===== config.mk =====
export PLATFORM = sky130hd
export DESIGN_NAME = reg_dump_engine
export DESIGN_NICKNAME = d
export VERILOG_FILES = /design/src/rtl/reg_dump_engine.sv
export SDC_FILE = /design/constraint.sdc
export NUM_CORES = 1
export LEC_CHECK = 0
export ABC_AREA = 1
export CORE_ASPECT_RATIO = 1.4
export CORE_MARGIN = 8
export CORE_UTILIZATION = 42
export CTS_CLUSTER_DIAMETER = 60
export DETAILED_ROUTE_END_ITERATION = 8
export GPL_TIMING_DRIVEN = 0
export PLACE_DENSITY = 0.89
export SLEW_MARGIN = 10
export SYNTH_ARGS = -nofsm -noshare
export SYNTH_HDL_FRONTEND = slang
export SYNTH_SLANG_ARGS = --single-unit

===== constraint.sdc =====
create_clock -name Clk -period 2.1 [get_ports Clk]
set_input_delay 0.42 -clock Clk [delete_from_list [all_inputs] [get_ports Clk]]
set_output_delay 0.42 -clock Clk [all_outputs]
set_load 0.01 [all_outputs]

===== src/rtl/reg_dump_engine.sv =====
// ---------------------------------------------------------------------------
// reg_dump_engine
//
// Walks a contiguous, possibly wrapping range of register-file indices and
// emits each register as a valid/ready beat. The block only reads through
// register-file read port A. It drives no write controls.
//
// Ports
//   Clk       in   clock, rising edge
//   ResetL    in   asynchronous active-low reset
//   Start     in   request a dump (sampled only in IDLE)
//   Abort     in   terminate an in-progress dump
//   FirstReg  in   first index to dump (sampled with Start)
//   LastReg   in   last index to dump (sampled with Start)
//   RA        out  read address to register file port A
//   BusA      in   combinational read data for RA
//   OutData   out  captured register value
//   OutReg    out  index of the register in OutData
//   OutValid  out  OutData/OutReg valid
//   OutReady  in   consumer accepts the beat
//   Busy      out  dump in progress
//   Done      out  one-cycle pulse on normal completion
//
// Build option
//   DUMP_SKIP_XZR_EN  when defined, the top index (the zero register) is
//                     never emitted. The walk steps over it without an
//                     ADDR/SEND pair.
//
// state | meaning
// ------+--------------------------------------------------------------
// IDLE  | waiting for Start; RA holds its last value
// ADDR  | RA stable for the whole cycle; BusA captured at the cycle end
// SEND  | OutValid high; beat held until OutValid && OutReady
// DONE  | one-cycle Done pulse, then back to IDLE
// ---------------------------------------------------------------------------
module reg_dump_engine #(
  parameter int DATA_W = 64,
  parameter int IDX_W  = 5
) (
  input  logic              Clk,
  input  logic              ResetL,
  input  logic              Start,
  input  logic              Abort,
  input  logic [IDX_W-1:0]  FirstReg,
  input  logic [IDX_W-1:0]  LastReg,
  output logic [IDX_W-1:0]  RA,
  input  logic [DATA_W-1:0] BusA,
  output logic [DATA_W-1:0] OutData,
  output logic [IDX_W-1:0]  OutReg,
  output logic              OutValid,
  input  logic              OutReady,
  output logic              Busy,
  output logic              Done
);

`ifdef DUMP_SKIP_XZR_EN
  localparam bit SKIP_XZR = 1'b1;
`else
  localparam bit SKIP_XZR = 1'b0;
`endif

  localparam logic [IDX_W-1:0] IDX_MAX = '1;

  typedef enum logic [1:0] {
    IDLE = 2'd0,
    ADDR = 2'd1,
    SEND = 2'd2,
    DONE = 2'd3
  } dumpState_e;

  dumpState_e        state, stateNext;
  logic [IDX_W-1:0]  raQ, raNext;
  logic [IDX_W-1:0]  lastQ, lastNext;
  logic [IDX_W-1:0]  outRegQ, outRegNext;
  logic [DATA_W-1:0] outDataQ, outDataNext;
  logic [IDX_W-1:0]  raInc;

  // Index arithmetic wraps naturally at the top index.
  assign raInc = raQ + IDX_W'(1);

  always_ff @(posedge Clk or negedge ResetL) begin
    if (!ResetL) begin
      state    <= IDLE;
      raQ      <= '0;
      lastQ    <= '0;
      outRegQ  <= '0;
      outDataQ <= '0;
    end else begin
      state    <= stateNext;
      raQ      <= raNext;
      lastQ    <= lastNext;
      outRegQ  <= outRegNext;
      outDataQ <= outDataNext;
    end
  end

  always_comb begin
    stateNext   = state;
    raNext      = raQ;
    lastNext    = lastQ;
    outRegNext  = outRegQ;
    outDataNext = outDataQ;

    case (state)
      IDLE: begin
        // Abort is ignored here, so Start wins over a simultaneous Abort.
        if (Start) begin
          lastNext  = LastReg;
          raNext    = FirstReg;
          stateNext = ADDR;
          if (SKIP_XZR && (FirstReg == IDX_MAX)) begin
            if (LastReg == IDX_MAX) begin
              stateNext = DONE;
            end else begin
              raNext = '0;
            end
          end
        end
      end

      ADDR: begin
        if (Abort) begin
          stateNext = IDLE;
        end else begin
          outDataNext = BusA;
          outRegNext  = raQ;
          stateNext   = SEND;
        end
      end

      SEND: begin
        // Abort takes priority over a handshake in the same cycle.
        if (Abort) begin
          stateNext = IDLE;
        end else if (OutReady) begin
          if (outRegQ == lastQ) begin
            stateNext = DONE;
          end else if (SKIP_XZR && (raInc == IDX_MAX)) begin
            // The top index is stepped over. If it was also the final
            // index, the dump ends with the register just accepted.
            if (lastQ == IDX_MAX) begin
              stateNext = DONE;
            end else begin
              raNext    = '0;
              stateNext = ADDR;
            end
          end else begin
            raNext    = raInc;
            stateNext = ADDR;
          end
        end
      end

      DONE: begin
        stateNext = IDLE;
      end

      default: begin
        stateNext = IDLE;
      end
    endcase
  end

  assign RA       = raQ;
  assign OutData  = outDataQ;
  assign OutReg   = outRegQ;
  assign OutValid = (state == SEND);
  assign Busy     = (state == ADDR) || (state == SEND);
  assign Done     = (state == DONE);

endmodule

==> results by group <==
Global routing
  • GR Layer Usage met2: roughly 28%
  • Vias in the first global route: 2733
  • Largest net degree at the start of global routing: 51
  • Initial antenna violation count: 0
  • First-pass GRT wire length: between 10000 and 15000 um
  • Total grt overflow: 0
  • M3 GR Usage: under 10%
  • GR peak layer: met2
  • Met1 Use GR: around 17%
  • GRT Total Usage: 16.1%

Synth
  • Yosys top cell by area: dfrtp_1
  • Most frequent cell after synthesis: dfrtp_1
  • Post-synth EDFFs: 0
  • Yosys reg bits: 81
  • Top cells by area, synth: dfrtp_1, mux2_4, mux2_2
  • Cell variety after synth: 19
  • Top cells by count, synth: dfrtp_1, mux2_4, nand2_1
  • Yosys top cell area share: roughly 57%
  • Area share of and/or/nand/nor cells after synthesis: slightly above 7%
  • Yosys Warn Count: 0
  • Main synth FF type: dfrtp_1
  • Compound-Gate Fraction of Synth Area: roughly 2.2%
  • Adder-cell share of the synthesized area: 2.12%
  • Xor-xnor portion of the synthesized cell area: less than 1%
  • Cell area after synthesis: between 3000 and 4000 um2
  • Cells after Synth: approximately 250
  • Async SR Flop Fraction: between 90% and 100%
  • Synth Area per Inst: roughly 14 um2
  • Mux share of post-synthesis cell area: approximately a quarter
  • Largest family of logic cells by synthesized area: multiplexers
  • Post-synthesis sequential area ratio: 57.2%
  • Synthesized net count: roughly 340

Power
  • Total power: approximately 8900 uW
  • Power Dens Cells: roughly 1600 nW/um2
  • Sw Share: 31.3%
  • Seq pwr share: between 30% and 40%
  • P_int: ~6100 uW
  • Worst IR Drop VDD: approximately 0.77 mV
  • Combinational fraction of design power: 49.4%
  • Lkg Pwr: 0.00261 uW
  • Clock share of power: approximately 19%
  • Psw: 2800 uW

Drt
  • WL per Instance: 17.5 um
  • Post-route ant nets: 0
  • # DRC: 0
  • Via-per-instance ratio: ~4.8
  • Drt first pass iters: 4
  • Vias: approximately 2500
  • Drt initial violations: 58
  • DRT Wirelength: 9270 um

Clocking
  • CTS H-tree lvls: 3
  • Hold buffer count at CTS: 0
  • CTS root buf: clkbuf_16
  • Worst-path clk slew: roughly 0.060 ns
  • CTS tree: done
  • Clk buf depth: 2
  • CTS buffer count: 9
  • Clk sink count: 81
  • Clock latency on the worst-skew pair: approximately 0.33 ns

Place
  • Final HPWL DP: about 7400 um
  • # port buffers: ~160
  • Pre-CTS WS: around 0.27 ns
  • Final RePlAce weighted congestion: 0.789

Timing
  • Final hold vios: 0
  • Final setup margin: 0.0601 ns
  • Final period util: between 90% and 100%
  • Final Max Tran Viols: 0
  • Max-slew headroom: a little over two thirds
  • Fmax: roughly 490 MHz
  • Unrepaired setup endpoints after global routing: no
  • Setup Viol. Count Final: 0
  • Worst Skew: approximately 0.0052 ns
  • Fin Hold WS: roughly 0.032 ns
  • Tightest Pin Transition: 0.442 ns
  • Post-layout min period: 2.04 ns

Finish
  • N_diodes: 0
  • Layout cells sized above 1: 23.7%
  • Final #Nets: 507
  • Layout area overhead: 57.5%

Critical path
  • Crit-path max FO: 4
  • Reg2reg path depth: 6
  • Worst r2r src: state[1]$_DFFE_PN0P_
  • Reg2reg setup slack: 0.53 ns
  • WP data arrival: between 1.5 and 2 ns
  • Crit path capture type: output pin
  • CP Data Required Time: ~1.7 ns
  • Startpoint types: flip-flop
  • Reg-to-reg endpoint: OutData[4]$_DFFE_PN0N_
  • WS Path Type: flip-flop to output pin

Floorplan
  • I/O pin total: 156
  • Chip height: around 120 um
  • Die area: around 12000 um2
  • Die extent in x: 93.6 um
  • Core Area: between 8000 and 9000 um2
  • Num rows: 39
  • Starting Density: around 43%

Outcome
  • Status: finished, final reports clean

Flow run
  • Max-Cap Viols: 0

Hold path
  • Worst Hold Class: primary input to asynchronous set/reset pin
[power by group through the flow]
stage,Clock [uW],Sequential [uW],Combinational [uW]
global placement,0,2830,4350
detailed placement,0,2900,4450
global route,1770,2970,4720
CTS,1690,2880,4490
floorplan,0,3180,1980
finish,1650,2880,4410
[layout make-up]
type / count / area (um2)
fill: 582 / 2620
sequential: 81 / 2030
timing repair buffer: 157 / 1590
multi-input combinational: 151 / 1380
clock buffer: 9 / 225
tap: 102 / 128
clock inverter: 7 / 95.1
buffer: 8 / 83.8
inverter: 14 / 52.6
[layout by cell type (no fill, tap or decap), drive strengths merged]
| cell type | n |
|---|---|
| clkinvlp | 1 |
| o21ai | 6 |
| a21oi | 8 |
| bufinv | 2 |
| clkinv | 5 |
| xnor2 | 2 |
| dlymetal6s2s | 1 |
| ha | 6 |
| clkbuf | 9 |
| nor2 | 12 |
| nand2 | 40 |
| mux2 | 66 |
| nand3 | 8 |
| clkdlybuf4s50 | 153 |
| xor2 | 2 |
| buf | 11 |
| dfrtp | 81 |
| a22oi | 1 |
| inv | 13 |
[worst max-delay path: stages (launching register included)]
cell and delay (ns):
dfrtp_1 0.40, buf_4 0.13, ha_2 0.21, clkdlybuf4s50_1 0.55
[stage by stage]
step / cell area [um2] / cells / utilization [%] / TNS [ns]
CTS: 5570 / 528 / 67.9 / 0
global placement: 5220 / 511 / 63.7 / -176.42
floorplan: 3540 / 254 / - / 0
finish: 5580 / 529 / 68.0 / 0
detailed placement: 5250 / 512 / 64.0 / 0
global route: 5580 / 529 / 68.0 / 0
[logic make-up after synthesis]
group,Yosys count
xor gates and xnor gates,4
AOI/OAI and AO/OA,15
buffers and inverters,22
muxes,66
adders and majority gates,6
DFF,81
and+or+nand+nor,60
[routing by layer]
metal	part of all wire (%)	vias up
met2	52	104
met3	8.6	14
met1	37	1226
li1	-	1182
met4	1.9	0
met5	0	-
[worst max path at each step]
stage / start / endpoint / slack [ns] / cells past startpoint
floorplan: state[1]$_DFFE_PN0P_ / OutData[0]$_DFFE_PN0N_ / 0.68 / 6
global placement: ResetL / OutData[59]$_DFFE_PN0N_ / -2.18 / 1
detailed placement: Abort / OutData[4]$_DFFE_PN0N_ / 0.27 / 6
CTS: state[0]$_DFFE_PN0P_ / OutValid / 0.006 / 3
global route: state[0]$_DFFE_PN0P_ / OutValid / 0.02 / 3
finish: state[1]$_DFFE_PN0P_ / OutValid / 0.06 / 3
[state kept, by name, summed over array words and instances (netlist names)]
register	flops
RA	5
OutData	64
state	2
OutReg	5
lastQ	5
[what timing repair did]
action,CTS,global route
hold endpoints to repair,0,0
setup endpoints to repair,1,2
resized for setup,1,2
setup buffers,0,1
(Power assumes the default switching activity.)
